--- config.mk ---
export PLATFORM = sky130hd
export DESIGN_NAME = add32_seq
export DESIGN_NICKNAME = d
export VERILOG_FILES = /design/src/rtl/add32_seq.sv
export SDC_FILE = /design/constraint.sdc
export NUM_CORES = 1
export LEC_CHECK = 0
export BUFFER_PORTS_ARGS = -buffer_cell sky130_fd_sc_hd__buf_4
export CAP_MARGIN = 20
export CORE_MARGIN = 2
export CORE_UTILIZATION = 55
export CTS_CLUSTER_DIAMETER = 30
export DETAILED_ROUTE_END_ITERATION = 8
export MAX_ROUTING_LAYER = met4
export PLACE_DENSITY = 0.9
export SLEW_MARGIN = 15
export SYNTH_ARGS = -nofsm -noshare
export SYNTH_HDL_FRONTEND = slang
export SYNTH_SLANG_ARGS = --single-unit
--- constraint.sdc ---
create_clock -name clk -period 6.81 [get_ports clk]
set_input_delay 1.0215 -clock clk [delete_from_list [all_inputs] [get_ports clk]]
set_output_delay 1.0215 -clock clk [all_outputs]
set_load 0.02 [all_outputs]
--- src/rtl/add32_seq.sv ---
// add32_seq: byte-serial adder/subtractor built around one 8-bit adder slice.
// An accepted request is processed one byte per clock, least significant
// byte first, so the result appears NBYTES edges after acceptance.
//
// Parameters:
//   NBYTES    operand width in bytes (2..8); W = 8*NBYTES
// Ports:
//   clk       clock, rising edge
//   rst_n     asynchronous active-low reset
//   in_valid  request present (op_a, op_b, sub, cin valid)
//   in_ready  block idle and able to accept a request
//   op_a      operand A
//   op_b      operand B
//   sub       0: A+B+cin, 1: A-B (cin ignored)
//   cin       carry-in for add mode
//   out_valid result, cout and ovf valid
//   out_ready consumer accepts the result
//   result    sum/difference modulo 2^W
//   cout      carry out of bit W-1 (sub mode: 1 = no borrow)
//   ovf       two's-complement signed overflow
//   busy      operation in progress or result pending
module add32_seq #(
  parameter int NBYTES = 4
) (
  input  logic                  clk,
  input  logic                  rst_n,
  input  logic                  in_valid,
  output logic                  in_ready,
  input  logic [8*NBYTES-1:0]   op_a,
  input  logic [8*NBYTES-1:0]   op_b,
  input  logic                  sub,
  input  logic                  cin,
  output logic                  out_valid,
  input  logic                  out_ready,
  output logic [8*NBYTES-1:0]   result,
  output logic                  cout,
  output logic                  ovf,
  output logic                  busy
);

  localparam int W  = 8 * NBYTES;
  localparam int IW = $clog2(NBYTES);
  localparam logic [IW-1:0] LAST_IDX = IW'(NBYTES - 1);

  typedef enum logic [1:0] {
    IDLE = 2'd0,
    RUN  = 2'd1,
    DONE = 2'd2
  } state_t;

  state_t        state;
  logic [IW-1:0] idx;
  logic          carry;
  logic [W-1:0]  a_reg;
  logic [W-1:0]  b_reg;   // effective B: already inverted in sub mode

  logic [7:0]    a_byte;
  logic [7:0]    b_byte;
  logic [7:0]    s8;
  logic          c8;

  assign in_ready  = (state == IDLE);
  assign out_valid = (state == DONE);
  assign busy      = (state != IDLE);

  // Byte selection for the shared slice.
  always_comb begin
    a_byte = '0;
    b_byte = '0;
    for (int unsigned i = 0; i < NBYTES; i++) begin
      if (idx == IW'(i)) begin
        a_byte = a_reg[i*8 +: 8];
        b_byte = b_reg[i*8 +: 8];
      end
    end
  end

  // The single 8-bit adder slice, shared across all byte cycles.
  always_comb begin
    {c8, s8} = {1'b0, a_byte} + {1'b0, b_byte} + {8'b0, carry};
  end

  always_ff @(posedge clk or negedge rst_n) begin
    if (!rst_n) begin
      state  <= IDLE;
      idx    <= '0;
      carry  <= 1'b0;
      a_reg  <= '0;
      b_reg  <= '0;
      result <= '0;
      cout   <= 1'b0;
      ovf    <= 1'b0;
    end else begin
      case (state)
        IDLE: begin
          if (in_valid) begin
            a_reg <= op_a;
            b_reg <= op_b ^ {W{sub}};
            carry <= sub ? 1'b1 : cin;
            idx   <= '0;
            state <= RUN;
          end
        end
        RUN: begin
          for (int unsigned i = 0; i < NBYTES; i++) begin
            if (idx == IW'(i)) begin
              result[i*8 +: 8] <= s8;
            end
          end
          carry <= c8;
          if (idx == LAST_IDX) begin
            // On the top byte the slice MSBs are A[W-1], Beff[W-1], S[W-1].
            cout  <= c8;
            ovf   <= (a_byte[7] == b_byte[7]) && (s8[7] != a_byte[7]);
            // Index parked at 0 rather than stepping past NBYTES-1.
            idx   <= '0;
            state <= DONE;
          end else begin
            idx <= idx + 1'b1;
          end
        end
        DONE: begin
          if (out_ready) begin
            state <= IDLE;
          end
        end
        default: begin
          state <= IDLE;
        end
      endcase
    end
  end

endmodule

**Word level (Yosys, flattened, before mapping)**

Index checks and enable logic that the tools add are counted.

- Output and inout bits: 37
- Register bits after elaboration: 103
- Logic and storage cells: 55
- Input port bits: 70

- Reductions and logical operators: 12
- Equal/unequal tests: 10
- Muxes and demuxes: 18
- $add $sub $neg: 3
- Bitwise gates (word level): 1

Operator list:

| operator | number |
|---|---|
| $mux W8 | 8 |
| $xor A32 B32 Y32 | 1 |
| $reduce_and A2 Y1 | 6 |
| $mux W2 | 5 |
| $add A8 B8 Y9 | 1 |
| $add A9 B1 Y9 | 1 |
| $eq A2 B2 Y1 const B | 3 |
| $pmux W2 S3 | 1 |
| $eq A2 B1 Y1 const B | 2 |
| $logic_not A2 Y1 | 2 |
| $ne A2 B2 Y1 const B | 2 |
| $pmux W2 S2 | 1 |
| $reduce_bool A2 Y1 | 2 |
| $reduce_and A3 Y1 | 1 |
| $add A2 B1 Y2 const B | 1 |
| $mux W1 | 2 |
| $ne A2 B1 Y1 const B | 1 |
| $pmux W1 S2 | 1 |
| $eq A1 B1 Y1 | 1 |
| $logic_and A1 B1 Y1 | 1 |
| $ne A1 B1 Y1 | 1 |

**Longest topological paths before layout**

Gate-level depths: netlist (run 1).

- Word-level depth: 9
- Mapped depth: 15

**Worst setup path after synthesis (run 1)**

OpenSTA, ideal clock, no wires.

- Path kind: register to register
- From: register idx[0]
- To: register result[14]
- Cell stages (with the launch flop): 15
- Data arrival time: 2851 ps
- Required time: 6715 ps
- Path slack: 3864 ps
- Cells stage by stage: dfrtp_1 > inv_1 > ha_1 > clkbuf_1 > clkbuf_1 > a21oi_1 > nor2_1 > a21oi_1 > fa_1 > fa_1 > nor2b_1 > o21ai_0 > a21oi_1 > nor3_1 > o31ai_1

- Word-level cells in the longest chain between the ends: 7

Ends and longest elaborated chain:

| item | RTL line | RTL |
|---|---|---|
| start: declaration | 52 | `logic [IW-1:0] idx;` |
| start signal: assignment | 119 | `idx <= idx + 1'b1;` |
| $logic_not A2 Y1 | 71 | `if (idx == IW'(i)) begin` |
| $mux W8 (4 in series) | 71 |  |
| $add A8 B8 Y9 | 80 | `{c8, s8} = {1'b0, a_byte} + {1'b0, b_byte} + {8'b0, carry};` |
| $add A9 B1 Y9 | 80 |  |
| end signal: assignment | 90 | `result <= '0;` |
| end signal: indexed assignment | 107 | `result[i*8 +: 8] <= s8;` |
| end: declaration | 35 | `output logic [8*NBYTES-1:0] result,` |

Parallel ways exist; a longest one is shown, timed or not.
A chain may end at the register's enable or synchronous reset.

**Worst setup path after layout (run 1)**

- From: register idx[1]
- To: register result[14]

The elaborated chain is that of the path after synthesis.

==> results of run 1 <==
cell type report:
type,instances,area (um2),share of cell area [%]
sequential,103,2580,42.9
multi-input combinational,416,2230,37.2
timing repair buffer,110,841,14.0
tap,108,135,2.25
clock buffer,9,124,2.06
clock inverter,7,72.6,1.21
inverter,7,26.3,0.437
layer usage:
layer,global-route usage [%],vias to the layer above,part of all wire [%]
met5,-,-,0
met4,7.27,0,2.1
met3,5.62,22,6.5
met2,35.9,152,47
met1,31.6,1895,44
li1,-,2016,-
metrics by stage:
| step | power [uW] | hold WS (ns) |
|---|---|---|
| floorplan | 2110 | 0.437 |
| global placement | 2510 | 0.459 |
| detailed placement | 2590 | 0.463 |
| CTS | 2970 | 0.486 |
| global route | 3220 | 0.510 |
| finish | 2990 | 0.485 |
synth_stat cells, types with 2 or more instances:
cell      count  area [um2]
nand3_1       2        10.0
o21a_1        2        15.0
a21oi_1      37         185
ha_1         11         138
nand2b_1      4        25.0
fa_1          2        40.0
nor2b_1       4        25.0
nand2_1     193         724
inv_1         7        26.3
xnor2_1      34         298
o21ai_0      70         350
a21o_1        3        22.5
buf_2         7        35.0
o31ai_1      10        75.1
clkbuf_1     29         109
nand3b_1     16         120
dfrtp_1     103        2580
nor2_1        8        30.0
a21boi_1      2        15.0
o21ai_1       5        25.0
logic make-up (layout without fill, tap and decap cells):
kind of cell,count (synthesis),after routing
flops,103,103
compound gates,135,135
simple gates,231,231
fa+ha+maj,13,13
xor+xnor,36,36
buf+inv,43,133
mux,1,1
how the worst min path moves through the flow:
stage | from | end | slack (ns)
6_report | a_reg[28] | a_reg[28] | 0.48
2_1_floorplan | a_reg[23] | a_reg[23] | 0.44
4_1_cts | a_reg[28] | a_reg[28] | 0.49
3_5_place_dp | a_reg[28] | a_reg[28] | 0.46
5_1_grt | a_reg[28] | a_reg[28] | 0.51
3_3_place_gp | a_reg[26] | a_reg[26] | 0.46
power breakdown:
part / switching, uW / total, uW / internal, uW
sequential: 173 / 1070 / 897
clock: 213 / 383 / 170
combinational: 939 / 1540 / 596
total: 1320 / 2990 / 1660
worst register-to-register path: stages (launching register included):
cell,delay [ns]
dfrtp_1,0.42
inv_1,0.11
ha_1,0.78
nand2_1,0.13
a21oi_1,0.17
a21oi_1,0.06
nor2_1,0.13
a21oi_1,0.07
fa_1,0.44
fa_1,0.43
nor2b_1,0.12
o21ai_0,0.11
a21oi_1,0.25
nor3_1,0.13
o31ai_1,0.25
==> summary.txt, run 1 <==
Status
  – Outcome: finished, final reports clean

Logic synthesis
  – Post-synth EDFFs: 0
  – Syn Nets: 645
  – Post-synthesis cell type count: 33
  – Largest family of logic cells by synthesized area: simple AND/OR/NAND/NOR gates
  – Sequential cell area fraction in the yosys report: 51.8%
  – Synth Area in XOR/XNOR: 6.49%
  – Post-Synth Adder-Cell Area: 3.57%
  – Mux cell area share after synthesis: 0.201%
  – Post-Syn Area: 4980 um2
  – Syn Inst Count: 562
  – Top_reg_cell synth: dfrtp_1
  – Number of synthesized register bits: 103
  – Compound-Gate Fraction of Synth Area: 15.1%
  – Yosys warns: 0
  – Post-synthesis area per instance: 8.86 um2
  – Simple-gate area share of the yosys netlist: 19.5%
  – Ys async rst share: 100%

Setup path
  – CP max stage cell: ha_1
  – Crit path from: idx[1]
  – Buf+Inv Stages, Crit Path: 1
  – Cell count along the critical path: 14
  – Crit Reg-Reg Endpoint: result[14]
  – Worst Setup EP: result[14]
  – Crit end category: flip-flop
  – Reg2Reg Setup Slack: 3.12 ns
  – Arr. time, crit path: 3.96 ns
  – Crit-path max FO: 33
  – Max incr delay on CP: 0.78 ns
  – Worst-path cell chain: inv_1 -> ha_1 -> nand2_1 -> a21oi_1 -> a21oi_1 -> nor2_1 -> a21oi_1 -> fa_1 -> fa_1 -> nor2b_1 -> o21ai_0 -> a21oi_1 -> nor3_1 -> o31ai_1
  – Critical path class: reg -> reg
  – Reg2Reg Depth: 14
  – CP Data Required Time: 7.08 ns
  – Launch point of the worst reg-to-reg path: idx[1]
  – Crit-path leading delay family: adder cells
  – Worst Setup Start Kind: flip-flop
  – Crit-path most repeated cell: a21oi_1

Place
  – PortBufs: 106
  – Placed cell areas: 5780 um2
  – Dpl ws: 3.14 ns
  – Post-placement cell count: 742
  – Dpl hpwl: 7.93 mm
  – Routability Congestion: 0.909

Finish
  – Final Util: 68.6%
  – Ant. Diodes: 0
  – FILL cells: 676
  – Commonest cells after routing, fill and taps aside: nand2_1 (192), buf_4 (108), dfrtp_1 (103)
  – Synth-to-Final Area Change: 20.7%
  – Fin cells: 760
  – Most common cell after layout, fill and taps aside: nand2_1
  – Post-route cell area: 6010 um2
  – Final nets: 730
  – Share of cells above drive strength 1: 20.1%

Clocking
  – CTS Root Cell: clkbuf_8
  – Sinks on Clock Net: 103
  – Clk Latency, worst-skew pair: 0.37 ns
  – CTS max path bufs: 2
  – CTS tree: done
  – H-tree Lvls: 3
  – Post-cts sizing count: 0
  – Worst-path clk slew: 0.09 ns
  – Post-CTS Repair Setup Buffers: 0
  – CTS Buf Count: 9
  – Hold_buf cts: 0

Global route
  – GRT overflow: 0
  – Vias in the first global route: 3870
  – Initial antenna violation count: 0
  – First-pass GRT wire length: 18.1 mm
  – All-Layer GR Usage: 23.5%
  – Largest net degree at the start of global routing: 100

STA
  – Slew Viols, Final: 0
  – Setup TNS: 0 ns
  – Unrepaired setup endpoints after global routing: false
  – Final hold violation count: 0
  – Headroom to the max-slew limit: 28.5%
  – Worst slew pin tran: 1.07 ns
  – Max frequency: 0.271 GHz
  – Final period util: 54.1%
  – Skew final: 0.0142 ns
  – Post-layout minimum cycle time: 3.69 ns
  – # setup viols final: 0
  – Final Worst Setup Slack: 3.12 ns

Drt
  – DRT Pass-1 Iters: 5
  – Routed Wire Length: 11.0 mm
  – Via Count: 4085
  – Routed WL per cell: 14.5 um
  – Vias per inst: 5.38
  – Drt initial violations: 242
  – DRC errors left: 0
  – Post-route ant nets: 0

Flow run
  – # Max-Cap Violations: 0

Floorplan
  – Core area: 8760 um2
  – Die Y: 99.1 um
  – Die Width: 99.1 um
  – Die ar.: 9830 um2
  – Initial core utilization: 56.8%
  – FP Rows: 34
  – I/O pin count: 107

Power
  – PwrDens: 497 nW/um2
  – P_leak: 0.00289 uW
  – Worst-case vdd ir drop: 201 uV

Worst hold path
  – Min-Delay Path Class: reg -> reg
  – Hold path cells: 2
(Power assumes the default switching activity.)
==> run 2: changes to the inputs <==
==> constraint.sdc (replaced) <==
create_clock -name clk -period 3.6 [get_ports clk]
set_input_delay 0.54 -clock clk [delete_from_list [all_inputs] [get_ports clk]]
set_output_delay 0.54 -clock clk [all_outputs]
set_load 0.02 [all_outputs]
==> run 2 against run 1 <==
  * Routed wire length grew 4.6%
  * Sequential cell count unchanged
  * Clock skew down 0.0039 ns
  * Sequential power is 89% higher
  * Largest cell class unchanged
  * Total power rose by 96%
  * Non-clock buffer count rose by 5
  * Die area unchanged
  * Via count up 1.0%
  * Combinational power is 92% higher
  * Final cell count up 0.66%
  * Global-route usage is 1.8 points higher
  * Setup slack worse by 2.8 ns
==> summary.txt, run 2 (synthesis results as in run 1) <==
Drt
  – Post-route ant nets: 0
  – DRT Pass-1 Iters: 4
  – DRC errors left: 0
  – Drt initial violations: 263
  – Vias per inst: 5.39
  – Routed Wire Length: 11.6 mm
  – Routed WL per cell: 15.1 um
  – Via Count: 4127

STA
  – Headroom to the max-slew limit: 56.5%
  – Skew final: 0.0103 ns
  – Unrepaired setup endpoints after global routing: false
  – Setup TNS: 0 ns
  – Final Worst Setup Slack: 0.278 ns
  – Worst slew pin tran: 0.650 ns
  – Final hold violation count: 0
  – Post-layout minimum cycle time: 3.32 ns
  – Final period util: 92.3%
  – # setup viols final: 0
  – Max frequency: 0.301 GHz
  – Slew Viols, Final: 0

Clocking
  – Sinks on Clock Net: 103
  – Hold_buf cts: 0
  – Post-cts sizing count: 0
  – CTS Root Cell: clkbuf_8
  – Clk Latency, worst-skew pair: 0.37 ns
  – H-tree Lvls: 3
  – CTS tree: done
  – CTS max path bufs: 2
  – Worst-path clk slew: 0.09 ns
  – Post-CTS Repair Setup Buffers: 0
  – CTS Buf Count: 9

Worst hold path
  – Min-Delay Path Class: in -> async

Power
  – PwrDens: 961 nW/um2
  – Worst-case vdd ir drop: 448 uV
  – P_leak: 0.00294 uW

Global route
  – Grt met3 use: 2.81%
  – Largest net degree at the start of global routing: 65
  – GRT overflow: 0
  – Initial antenna violation count: 0
  – GRT Max-Usage Layer: met2
  – Vias in the first global route: 4118
  – Met2 capacity usage during global routing: 41.0%
  – GR Layer Usage met1: 33.9%
  – First-pass GRT wire length: 19.5 mm
  – All-Layer GR Usage: 25.3%

Setup path
  – Crit-path max FO: 17
  – Arr. time, crit path: 3.60 ns
  – Buf+Inv Stages, Crit Path: 1
  – Worst-path cell chain: inv_1 -> ha_1 -> nand2_1 -> a21oi_1 -> a21oi_1 -> nor2_1 -> a21oi_1 -> fa_1 -> fa_1 -> nor2b_1 -> o21ai_0 -> a21oi_1 -> nor3_1 -> o31ai_1
  – Max incr delay on CP: 0.46 ns
  – Critical path class: reg -> reg
  – CP Data Required Time: 3.88 ns
  – Crit end category: flip-flop
  – CP max stage cell: ha_1
  – Worst Setup Start Kind: flip-flop
  – Crit-path leading delay family: adder cells
  – Crit-path most repeated cell: a21oi_1

Finish
  – Final nets: 735
  – FILL cells: 671
  – Most common cell after layout, fill and taps aside: nand2_1
  – Ant. Diodes: 0
  – Share of cells above drive strength 1: 20.5%
  – Commonest cells after routing, fill and taps aside: nand2_1 (192), buf_4 (114), dfrtp_1 (103)
  – Synth-to-Final Area Change: 22.3%

Place
  – Routability Congestion: 0.907
  – Dpl hpwl: 8.35 mm
  – Dpl ws: 0.382 ns
  – PortBufs: 106

Floorplan
  – I/O pin count: 107
  – Initial core utilization: 56.8%
  – FP Rows: 34
  – Die Width: 99.1 um
  – Core area: 8760 um2
  – Die Y: 99.1 um
  – Die ar.: 9830 um2

Flow run
  – # Max-Cap Violations: 0

Status
  – Outcome: finished, final reports clean
==> run 2: changes by cell type in the layout (fill, tap and decap cells not counted) <==
| cell | before | now |
|---|---|---|
| clkinv_4 | 1 | 0 |
| clkinvlp_4 | 2 | 0 |
| clkinv_2 | 2 | 1 |
| clkbuf_1 | 0 | 1 |
| buf_8 | 2 | 1 |
| bufinv_16 | 1 | 3 |
| clkbuf_8 | 9 | 10 |
| buf_4 | 108 | 114 |
==> run 2: layout make-up <==
class	instances	area, um2	area share (%)
Inverter	7	26.3	0.432
Timing Repair Buffer	115	871	14.3
Clock buffer	11	141	2.32
Clock inverter	5	104	1.71
Tap cell	108	135	2.22
Sequential cell	103	2580	42.3
Multi-Input combinational cell	416	2230	36.7
==> run 2: through the flow <==
step	util [%]	cells	hold slack [ns]	power (uW)	area, um2
after detailed placement	66.5	748	0.463	4950	5830
after global routing	69.5	765	0.225	6290	6090
after CTS	69.3	764	0.193	5840	6070
after global placement	66.5	748	0.459	4780	5830
final	69.5	765	0.181	5850	6090
after floorplan	-	562	0.244	3990	4980
==> run 2: worst paths after layout <==
kind	from	endpoint	slack, ns	cells after the start
worst max-delay path	idx[1]	result[6]	0.28	14
worst min-delay path	rst_n	result[16]	0.18	1
worst max register to register	idx[1]	result[6]	0.28	14
worst min register to register	a_reg[28]	a_reg[28]	0.49	2
max in group asynchronous	rst_n	result[13]	2.60	2
min in group clk	out_ready	state[1]	0.35	2
==> run 2: worst register-to-register path: stages, from the launching register on <==
cell	delay [ns]
dfrtp_1	0.41
inv_1	0.11
ha_1	0.46
nand2_1	0.12
a21oi_1	0.15
a21oi_1	0.05
nor2_1	0.09
a21oi_1	0.07
fa_1	0.46
fa_1	0.42
nor2b_1	0.14
o21ai_0	0.12
a21oi_1	0.26
nor3_1	0.14
o31ai_1	0.24
==> run 2: report_power, final <==
group | total, uW | internal [uW] | leakage, uW | switching (uW)
combinational | 2960 | 1150 | 0.00153 | 1810
sequential | 2020 | 1700 | 0.00129 | 327
clock | 873 | 483 | 0.000124 | 390
==> run 2: metal layers <==
| metal | vias up | routed length [um] |
|---|---|---|
| met5 | - | 0 |
| met1 | 1931 | 5030 |
| li1 | 2019 | - |
| met4 | 0 | 233 |
| met3 | 19 | 731 |
| met2 | 158 | 5560 |
==> run 3: changes to the inputs <==
--- a/config.mk
+++ b/config.mk
@@ -5,6 +5,7 @@
 export SDC_FILE = /design/constraint.sdc
 export NUM_CORES = 1
 export LEC_CHECK = 0
+export ABC_AREA = 1
 export BUFFER_PORTS_ARGS = -buffer_cell sky130_fd_sc_hd__buf_4
 export CAP_MARGIN = 20
 export CORE_MARGIN = 2
==> run 3 against run 2 <==
  * Combinational power increased by 25%
  * Final cell count increased by 6.9%
  * Largest cell class unchanged
  * Via count increased by 5.9%
  * Non-clock buffer count decreased by 3
  * Die area increased by 3.2%
  * Largest power group unchanged
  * Critical endpoint is now result[22]
==> summary.txt, run 3 <==
Logic synthesis
  – Area contributors post-synth: dfrtp_1 (50%), nand2_1 (18%), xnor2_1 (6.0%), o21ai_0 (5.2%), nand3_1 (2.9%)
  – Syn Inst Count: 611
  – Syn Nets: 694
  – Post-Synth Adder-Cell Area: 3.45%
  – Post-synth EDFFs: 0
  – Top_reg_cell synth: dfrtp_1
  – Post-synthesis area per instance: 8.42 um2
  – Ys async rst share: 100%
  – Largest family of logic cells by synthesized area: simple AND/OR/NAND/NOR gates
  – Commonest cells post-synth: nand2_1 (245), dfrtp_1 (103), o21ai_0 (53)
  – Number of synthesized register bits: 103
  – Top-count cell post-synth: nand2_1
  – Yosys warns: 0
  – Yosys top cell by area: dfrtp_1
  – Synth Area in XOR/XNOR: 5.96%
  – Post-synthesis cell type count: 25
  – Simple-gate area share of the yosys netlist: 23.9%
  – Yosys top cell area share: 50.1%
  – Compound-Gate Fraction of Synth Area: 10.7%
  – Post-Syn Area: 5140 um2
  – Mux cell area share after synthesis: 0%
  – Sequential cell area fraction in the yosys report: 50.1%

STA
  – Final period util: 89.8%
  – Max frequency: 0.309 GHz
  – Setup TNS: 0 ns
  – Worst slew pin tran: 0.818 ns
  – # setup viols final: 0
  – Slew Viols, Final: 0
  – Post-layout minimum cycle time: 3.23 ns
  – Skew final: 0.0149 ns
  – Unrepaired setup endpoints after global routing: false
  – Final Worst Setup Slack: 0.366 ns
  – Final hold violation count: 0
  – Headroom to the max-slew limit: 45.4%

Drt
  – Drt initial violations: 244
  – Routed WL per cell: 14.6 um
  – Post-route ant nets: 0
  – Routed Wire Length: 11.9 mm
  – DRC errors left: 0
  – Vias per inst: 5.34
  – DRT Pass-1 Iters: 6
  – Via Count: 4371

Power
  – Worst-case vdd ir drop: 502 uV
  – PwrDens: 1060 nW/um2
  – Switching share of power: 48.2%
  – Psw: 3150 uW
  – Sequential power share: 31.8%
  – P_int: 3390 uW
  – Clk network pwr share: 11.6%
  – P_leak: 0.00320 uW
  – Combinational Power Share: 56.6%

Place
  – PortBufs: 106
  – Dpl ws: 0.409 ns
  – Routability Congestion: 0.917
  – Dpl hpwl: 9.03 mm

Setup path
  – Launch point of the worst reg-to-reg path: idx[1]
  – Crit-path max FO: 22
  – Buf+Inv Stages, Crit Path: 3
  – Worst-path cell chain: inv_1 -> ha_1 -> inv_2 -> o21ai_0 -> o21ai_0 -> o21ai_0 -> fa_1 -> fa_1 -> inv_1 -> nand3_1 -> nand2_1 -> nand2_1 -> nand2_1 -> nand2_1 -> nand3_1 -> nand2_1
  – Crit end category: flip-flop
  – Worst Setup Start Kind: flip-flop
  – Reg2Reg Depth: 16
  – CP Data Required Time: 3.88 ns
  – Crit-path most repeated cell: nand2_1
  – CP max stage cell: fa_1
  – Crit Reg-Reg Endpoint: result[22]
  – Max incr delay on CP: 0.48 ns
  – Crit-path leading delay family: adder cells
  – Critical path class: reg -> reg
  – Arr. time, crit path: 3.51 ns
  – Reg2Reg Setup Slack: 0.37 ns

Status
  – Outcome: finished, final reports clean

Clocking
  – CTS Buf Count: 9
  – CTS max path bufs: 2
  – Post-cts sizing count: 0
  – Post-CTS Repair Setup Buffers: 0
  – Hold_buf cts: 0
  – Clk Latency, worst-skew pair: 0.37 ns
  – Sinks on Clock Net: 103
  – Worst-path clk slew: 0.11 ns
  – H-tree Lvls: 3
  – CTS tree: done
  – CTS Root Cell: clkbuf_8

Global route
  – Initial antenna violation count: 0
  – Largest net degree at the start of global routing: 104
  – First-pass GRT wire length: 20.1 mm
  – GRT overflow: 0
  – All-Layer GR Usage: 26.0%
  – Vias in the first global route: 4250

Floorplan
  – Die Width: 101 um
  – Core area: 9150 um2
  – Die ar.: 10100 um2
  – Die Y: 101 um
  – Initial core utilization: 56.2%
  – I/O pin count: 107
  – FP Rows: 35

Finish
  – Commonest cells after routing, fill and taps aside: nand2_1 (245), buf_4 (111), dfrtp_1 (103)
  – Final nets: 785
  – Share of cells above drive strength 1: 20.7%
  – Final Util: 67.2%
  – Most common cell after layout, fill and taps aside: nand2_1
  – Ant. Diodes: 0
  – Synth-to-Final Area Change: 19.5%

Worst hold path
  – Min-Delay Path Class: in -> async

Flow run
  – # Max-Cap Violations: 0
## run 3: power by group through the flow
stage	Clock (uW)	Combinational, uW	Sequential, uW
5_1_grt	811	4170	2130
2_1_floorplan	0	2490	2180
4_1_cts	774	3690	2080
6_report	760	3700	2080
3_3_place_gp	0	3530	2080
3_5_place_dp	0	3680	2090
## run 3: how the worst max path moves through the flow
stage	slack, ns	to	from	depth (start not counted)
global placement	0.54	result[6]	idx[0]	15
floorplan	0.84	result[14]	idx[0]	17
detailed placement	0.41	result[14]	idx[1]	16
finish	0.37	result[22]	idx[1]	16
global route	0.05	result[6]	idx[1]	16
CTS	0.38	result[14]	idx[1]	16
## run 3: logic make-up (layout without fill, tap and decap cells)
logic type | Yosys count | after routing
and+or+nand+nor | 301 | 301
AOI/OAI and AO/OA | 99 | 99
adders and majority gates | 13 | 13
xor gates and xnor gates | 35 | 35
DFF | 103 | 103
buffers and inverters | 60 | 156
## run 3: cell type report
cell class                      count  area, um2
Fill cell                         734       3000
Sequential cell                   103       2580
Multi-Input combinational cell    448       2260
Timing Repair Buffer              112        853
Tap cell                          111        139
Clock buffer                        9        124
Inverter                           28        105
Clock inverter                      7       87.6
## run 3: routing by layer
layer / part of all wire [%] / wire length (um) / GRT usage (%) / vias up
li1: - / - / - / 2134
met1: 43 / 5150 / 34.0 / 2026
met2: 48 / 5730 / 40.8 / 184
met3: 6.6 / 786 / 4.51 / 27
met4: 2.0 / 233 / 10.0 / 0
met5: 0 / 0 / - / -
## run 3: through the flow
step	hold slack (ns)	area (um2)	power, uW	instances
finish	0.215	6150	6540	818
global route	0.261	6150	7110	818
CTS	0.249	6150	6540	818
detailed placement	0.460	5940	5770	802
global placement	0.463	5940	5600	802
floorplan	0.244	5140	4680	611
